**config.mk**
```make
export PLATFORM = sky130hd
export DESIGN_NAME = crc8_frame_gen
export DESIGN_NICKNAME = d
export VERILOG_FILES = /design/src/rtl/crc8_frame_gen.sv
export SDC_FILE = /design/constraint.sdc
export NUM_CORES = 1
export LEC_CHECK = 0
export CORE_MARGIN = 4
export CORE_UTILIZATION = 45
export DETAILED_ROUTE_END_ITERATION = 8
export GPL_TIMING_DRIVEN = 0
export PLACE_DENSITY_LB_ADDON = 0.1
export SLEW_MARGIN = 20
export SYNTH_ARGS = -nofsm -noshare
export SYNTH_HDL_FRONTEND = slang
export SYNTH_SLANG_ARGS = --single-unit
```
**constraint.sdc**
```tcl
create_clock -name clk -period 2.5 [get_ports clk]
set_clock_uncertainty 0.15 [all_clocks]
set_input_delay 0.375 -clock clk [delete_from_list [all_inputs] [get_ports clk]]
set_output_delay 0.375 -clock clk [all_outputs]
set_load 0.02 [all_outputs]
```
**src/rtl/crc8_frame_gen.sv**
```systemverilog
`timescale 1ns/1ps
// crc8_frame_gen
//   Serialises a DATA_BYTES-byte payload LSB-first and appends the
//   Dallas/Maxim CRC-8 (x^8+x^5+x^4+1, reflected, init 0x00) as the
//   final 8 bits. The completed frame is also presented in parallel
//   as {crc, payload}. A frame produced here checks to a zero residue
//   in the matching CRC checker.
//
// Ports
//   clk        system clock
//   rst        synchronous reset, active-high
//   F1M        bit-rate enable tick; state advances only on ticked edges
//   start      frame request, sampled while idle
//   data_in    payload, byte k in bits [8k+7:8k]
//   bit_ready  downstream accepts bit_out
//   bit_valid  bit_out holds a valid frame bit
//   bit_out    current serial bit (LSB of byte 0 first)
//   busy       frame in progress
//   done       one-clk pulse after the last CRC bit is accepted
//   crc_out    CRC of the last completed frame
//   frame_out  {crc_out, payload} of the last completed frame
module crc8_frame_gen #(
  parameter int DATA_BYTES = 8
) (
  input  logic                      clk,
  input  logic                      rst,
  input  logic                      F1M,
  input  logic                      start,
  input  logic [DATA_BYTES*8-1:0]   data_in,
  input  logic                      bit_ready,
  output logic                      bit_valid,
  output logic                      bit_out,
  output logic                      busy,
  output logic                      done,
  output logic [7:0]                crc_out,
  output logic [DATA_BYTES*8+7:0]   frame_out
);

  localparam int PAY_W = DATA_BYTES * 8;
  localparam int CNT_W = $clog2(PAY_W);

  typedef enum logic [1:0] {IDLE, DATA, CRC} state_t;

  state_t             state;
  logic [PAY_W-1:0]   shift;
  logic [PAY_W-1:0]   payload;
  logic [7:0]         crc;
  logic [CNT_W-1:0]   cnt;
  logic [7:0]         crc_nxt;
  logic               last_data;
  logic               last_crc;

  // One step of the reflected CRC-8: shift right, fold feedback into bits 7,3,2.
  function automatic logic [7:0] crc_step(input logic [7:0] c, input logic b);
    logic m;
    m = b ^ c[0];
    return {m, c[7:5], m ^ c[4], m ^ c[3], c[2:1]};
  endfunction

  assign crc_nxt   = crc_step(crc, shift[0]);
  assign last_data = (cnt == CNT_W'(PAY_W - 1));
  assign last_crc  = (cnt == CNT_W'(7));

  // Shift register drains to zero by the end of a frame, so bit_out rests low.
  assign bit_out = shift[0];

  always_ff @(posedge clk) begin
    if (rst) begin
      state     <= IDLE;
      shift     <= '0;
      payload   <= '0;
      crc       <= '0;
      cnt       <= '0;
      bit_valid <= 1'b0;
      busy      <= 1'b0;
      done      <= 1'b0;
      crc_out   <= '0;
      frame_out <= '0;
    end else begin
      // done is a single-clk pulse, independent of the bit-rate tick
      done <= 1'b0;
      if (F1M) begin
        case (state)
          IDLE: begin
            if (start) begin
              shift     <= data_in;
              payload   <= data_in;
              crc       <= '0;
              cnt       <= '0;
              busy      <= 1'b1;
              bit_valid <= 1'b1;
              state     <= DATA;
            end
          end
          DATA: begin
            if (bit_ready) begin
              crc <= crc_nxt;
              if (last_data) begin
                // all payload bits are gone; the low byte now carries the CRC
                shift <= PAY_W'(crc_nxt);
                cnt   <= '0;
                state <= CRC;
              end else begin
                shift <= shift >> 1;
                cnt   <= cnt + CNT_W'(1);
              end
            end
          end
          CRC: begin
            if (bit_ready) begin
              shift <= shift >> 1;
              if (last_crc) begin
                crc_out   <= crc;
                frame_out <= {crc, payload};
                done      <= 1'b1;
                busy      <= 1'b0;
                bit_valid <= 1'b0;
                cnt       <= '0;
                state     <= IDLE;
              end else begin
                cnt <= cnt + CNT_W'(1);
              end
            end
          end
          default: state <= IDLE;
        endcase
      end
    end
  end

endmodule

```
==> reports/qor.txt <==
Outcome: completed
Layout cell share with drive strength beyond 1: 6.491%
Largest area contributor in the synthesized netlist: dfxtp_1
ANT nets after route: 0
Die area: 20620 µm²
Final wirelength: 22250 µm
Synth Instances: 1027
R2r startpoint: state[0]$_SDFFE_PP0P_
Most numerous cell in the Yosys netlist: nand2_1
Net Count, Synth: 1101
Synth top area share: 52.75%
FFs w/ async S/R, synth: 0%
Synth unique cells: 43
Number of synthesized flops with an enable pin: 0
Core Area: 18020 µm²
CTS root buf: clkbuf_16
Final min period: 2.400 ns
Most used cell, CP: inv_1
Reg2Reg Depth: 9
Seq cells post-synth: 218
Row Count: 49
H-tree depth reported by CTS: 1
Slew Limit Headroom: 53.06%
Final Util: 60.27%
Reg2reg end: shift[62]$_SDFFE_PP0P_
Power density cells: 754.0 nW/µm²
Layout area overhead: 31.31%
Worst-margin pin slew: 0.7018 ns
Worst hold stages: 2
IO Port Bufs: 152
Largest cells by area after synthesis: dfxtp_1 53%, nand2_1 13%, a21oi_1 9.1%
Register-to-Register Setup Slack: 0.1 ns
Initial antenna violation count: 0
Die height: 143.6 µm
Hold Fails Final Rpt: 0
Clk_lat worst skew: 0.50 ns
Syn Area/Cell: 8.055 µm²
Sequential fraction of the synthesis area: 52.75%
CP max-delay cell: or4_1
Max Root-Sink Buffers: 3
Critical Path End Type: register
Final setup viols: 0
Initial Utilization: 45.90%
Sink Count: 218
Overflow after GRT: 0
Hold Path Class: reg2reg
First-pass GRT wire length: 35600 µm
Power Total: 8.191 mW
Clk slew on worst S/H paths: 0.06 ns
TritonCTS clock tree: built
WL/cell: 15.38 µm
Final net count: 1277
DRC violations left: 0
Max Cap Viol: 0
Worst Min Path Start: payload[52]$_SDFFE_PP0P_
Crit Path Class: reg2reg
Cell Area, Synth: 8273 µm²
Yosys Warn Count: 0
Max Fclk: 416.6 MHz
Largest net degree at the start of global routing: 14
Num CTS Buffers: 22
Most instantiated cells after synthesis: 291 x nand2_1, 218 x dfxtp_1, 150 x a21oi_1
Total Routing Usage GR: 21.00%
Via-to-Cell Ratio: 5.149
Die W: 143.6 µm
CP max stage delay: 0.46 ns
Vias: 7445
Most used DFF post-synth: dfxtp_1
Setup crit start kind: register
Vias in the first global route: 6954
DRT iter0 DRCs: 460
Hold bufs inserted after CTS: 0
Slew Limit Fails: 0
CP cell instances: inv_1, ha_1, inv_1, o221a_2, nand2_2, or4_1, buf_4, buf_6, o21ai_1
Drt first pass iters: 5
Finished Layout Cells: 1446
N_diodes: 0
Static leakage: 3.703 nW
Crit-path max FO: 10
Placer Congestion: 0.8426
Worst vdd ir: 0.4526 mV
Post-detail-place hpwl: 15580 µm
Final Cycle Share: 96.02%
Min-Delay Endpoint: frame_out[52]$_SDFFE_PP0P_
Post-Route Setup TNS: 0 ns
Worst path arrival time: 2.68 ns
Top Ports: 153
Worst Path Required: 2.78 ns
Placed Instances: 1408
WHS: 0.2977 ns
through the flow:
| step | setup WS (ns) | area, µm² |
|---|---|---|
| 2_1_floorplan | 0.3827 | 8273 |
| 3_3_place_gp | -0.3628 | 10080 |
| 3_5_place_dp | -0.4319 | 10080 |
| 4_1_cts | 0.006863 | 10850 |
| 5_1_grt | -0.005028 | 10860 |
| 6_report | 0.09962 | 10860 |
layout make-up:
type | count | area (µm²)
Fill cell | 1727 | 7162
Sequential cell | 218 | 4365
Multi-Input combinational cell | 666 | 3314
Timing Repair Buffer | 155 | 1544
Clock buffer | 35 | 690.7
Buffer | 76 | 381.6
Tap cell | 229 | 286.5
Inverter | 64 | 240.2
Clock inverter | 3 | 40.04
layout by cell type (no fill, tap or decap), types with 2 or more instances in the layout:
cell / instances
clkbuf_8: 7
a22oi_1: 57
buf_2: 7
nor2_1: 31
xor2_1: 3
and4_1: 2
o21ai_0: 7
o211ai_1: 2
clkdlybuf4s50_1: 152
ha_1: 3
a31oi_1: 4
nand3b_1: 3
clkbuf_16: 23
mux2i_1: 3
nor3_1: 10
buf_6: 5
buf_4: 13
dfxtp_1: 217
nand2_1: 291
clkbuf_1: 45
inv_1: 62
o2111ai_1: 6
clkinv_2: 2
nand3_1: 11
a211oi_1: 4
clkbuf_2: 10
and2_1: 2
ha_2: 2
o21ai_1: 50
a32o_1: 8
a21oi_1: 150
buf_1: 4
how the worst max path moves through the flow:
stage                          startpoint                endpoint  slack [ns]  cells past startpoint
CTS                 state[0]$_SDFFE_PP0P_  shift[20]$_SDFFE_PP0P_       0.007                      8
floorplan           state[0]$_SDFFE_PP0P_  shift[13]$_SDFFE_PP0P_        0.38                      9
detailed placement              bit_ready  shift[53]$_SDFFE_PP0P_       -0.43                      8
global route        state[1]$_SDFFE_PP0P_  shift[21]$_SDFFE_PP0P_      -0.005                      9
global placement                bit_ready  shift[22]$_SDFFE_PP0P_       -0.36                      8
finish              state[0]$_SDFFE_PP0P_  shift[62]$_SDFFE_PP0P_         0.1                      9
flip-flops by register name (all words and copies together) (netlist names):
name / cells
frame_out: 64
crc_out: 8
done: 1
payload: 64
crc: 8
busy: 1
shift: 64
state: 2
cnt: 6
what timing repair did:
action                     in CTS  in global routing
setup endpoints to repair     179                 98
gates resized for setup         3                 26
buffers inserted                3                  0
pin swaps                       1                  0
power by group:
part	switching [mW]	internal [mW]
clock network	1.33	1.99
logic	0.653	0.406
registers	0.122	3.70
critical path, delay by kind of cell, from the launching register on:
| family | cells | cell delay (ns) |
|---|---|---|
| compound gates | 2 | 0.40 |
| simple gates | 2 | 0.56 |
| flops | 1 | 0.36 |
| fa+ha+maj | 1 | 0.24 |
| buf+inv | 4 | 0.60 |
cell families after synthesis:
logic type	Yosys count	share of synthesized area, %
muxes	3	0.3630
buffers and inverters	143	7.486
xor gates and xnor gates	3	0.3177
DFF	218	52.75
adders and majority gates	5	0.7562
AOI/OAI and AO/OA	294	20.81
and+or+nand+nor	361	17.51
layer usage:
metal | track usage (%) | wire [µm] | vias to the layer above
met4 | 4.906 | 422 | 0
li1 | - | - | 3790
met1 | 28.52 | 10210 | 3439
met2 | 35.37 | 10470 | 176
met5 | 0 | 0 | -
met3 | 3.295 | 1147 | 40
Power figures use the tool's default switching activity.
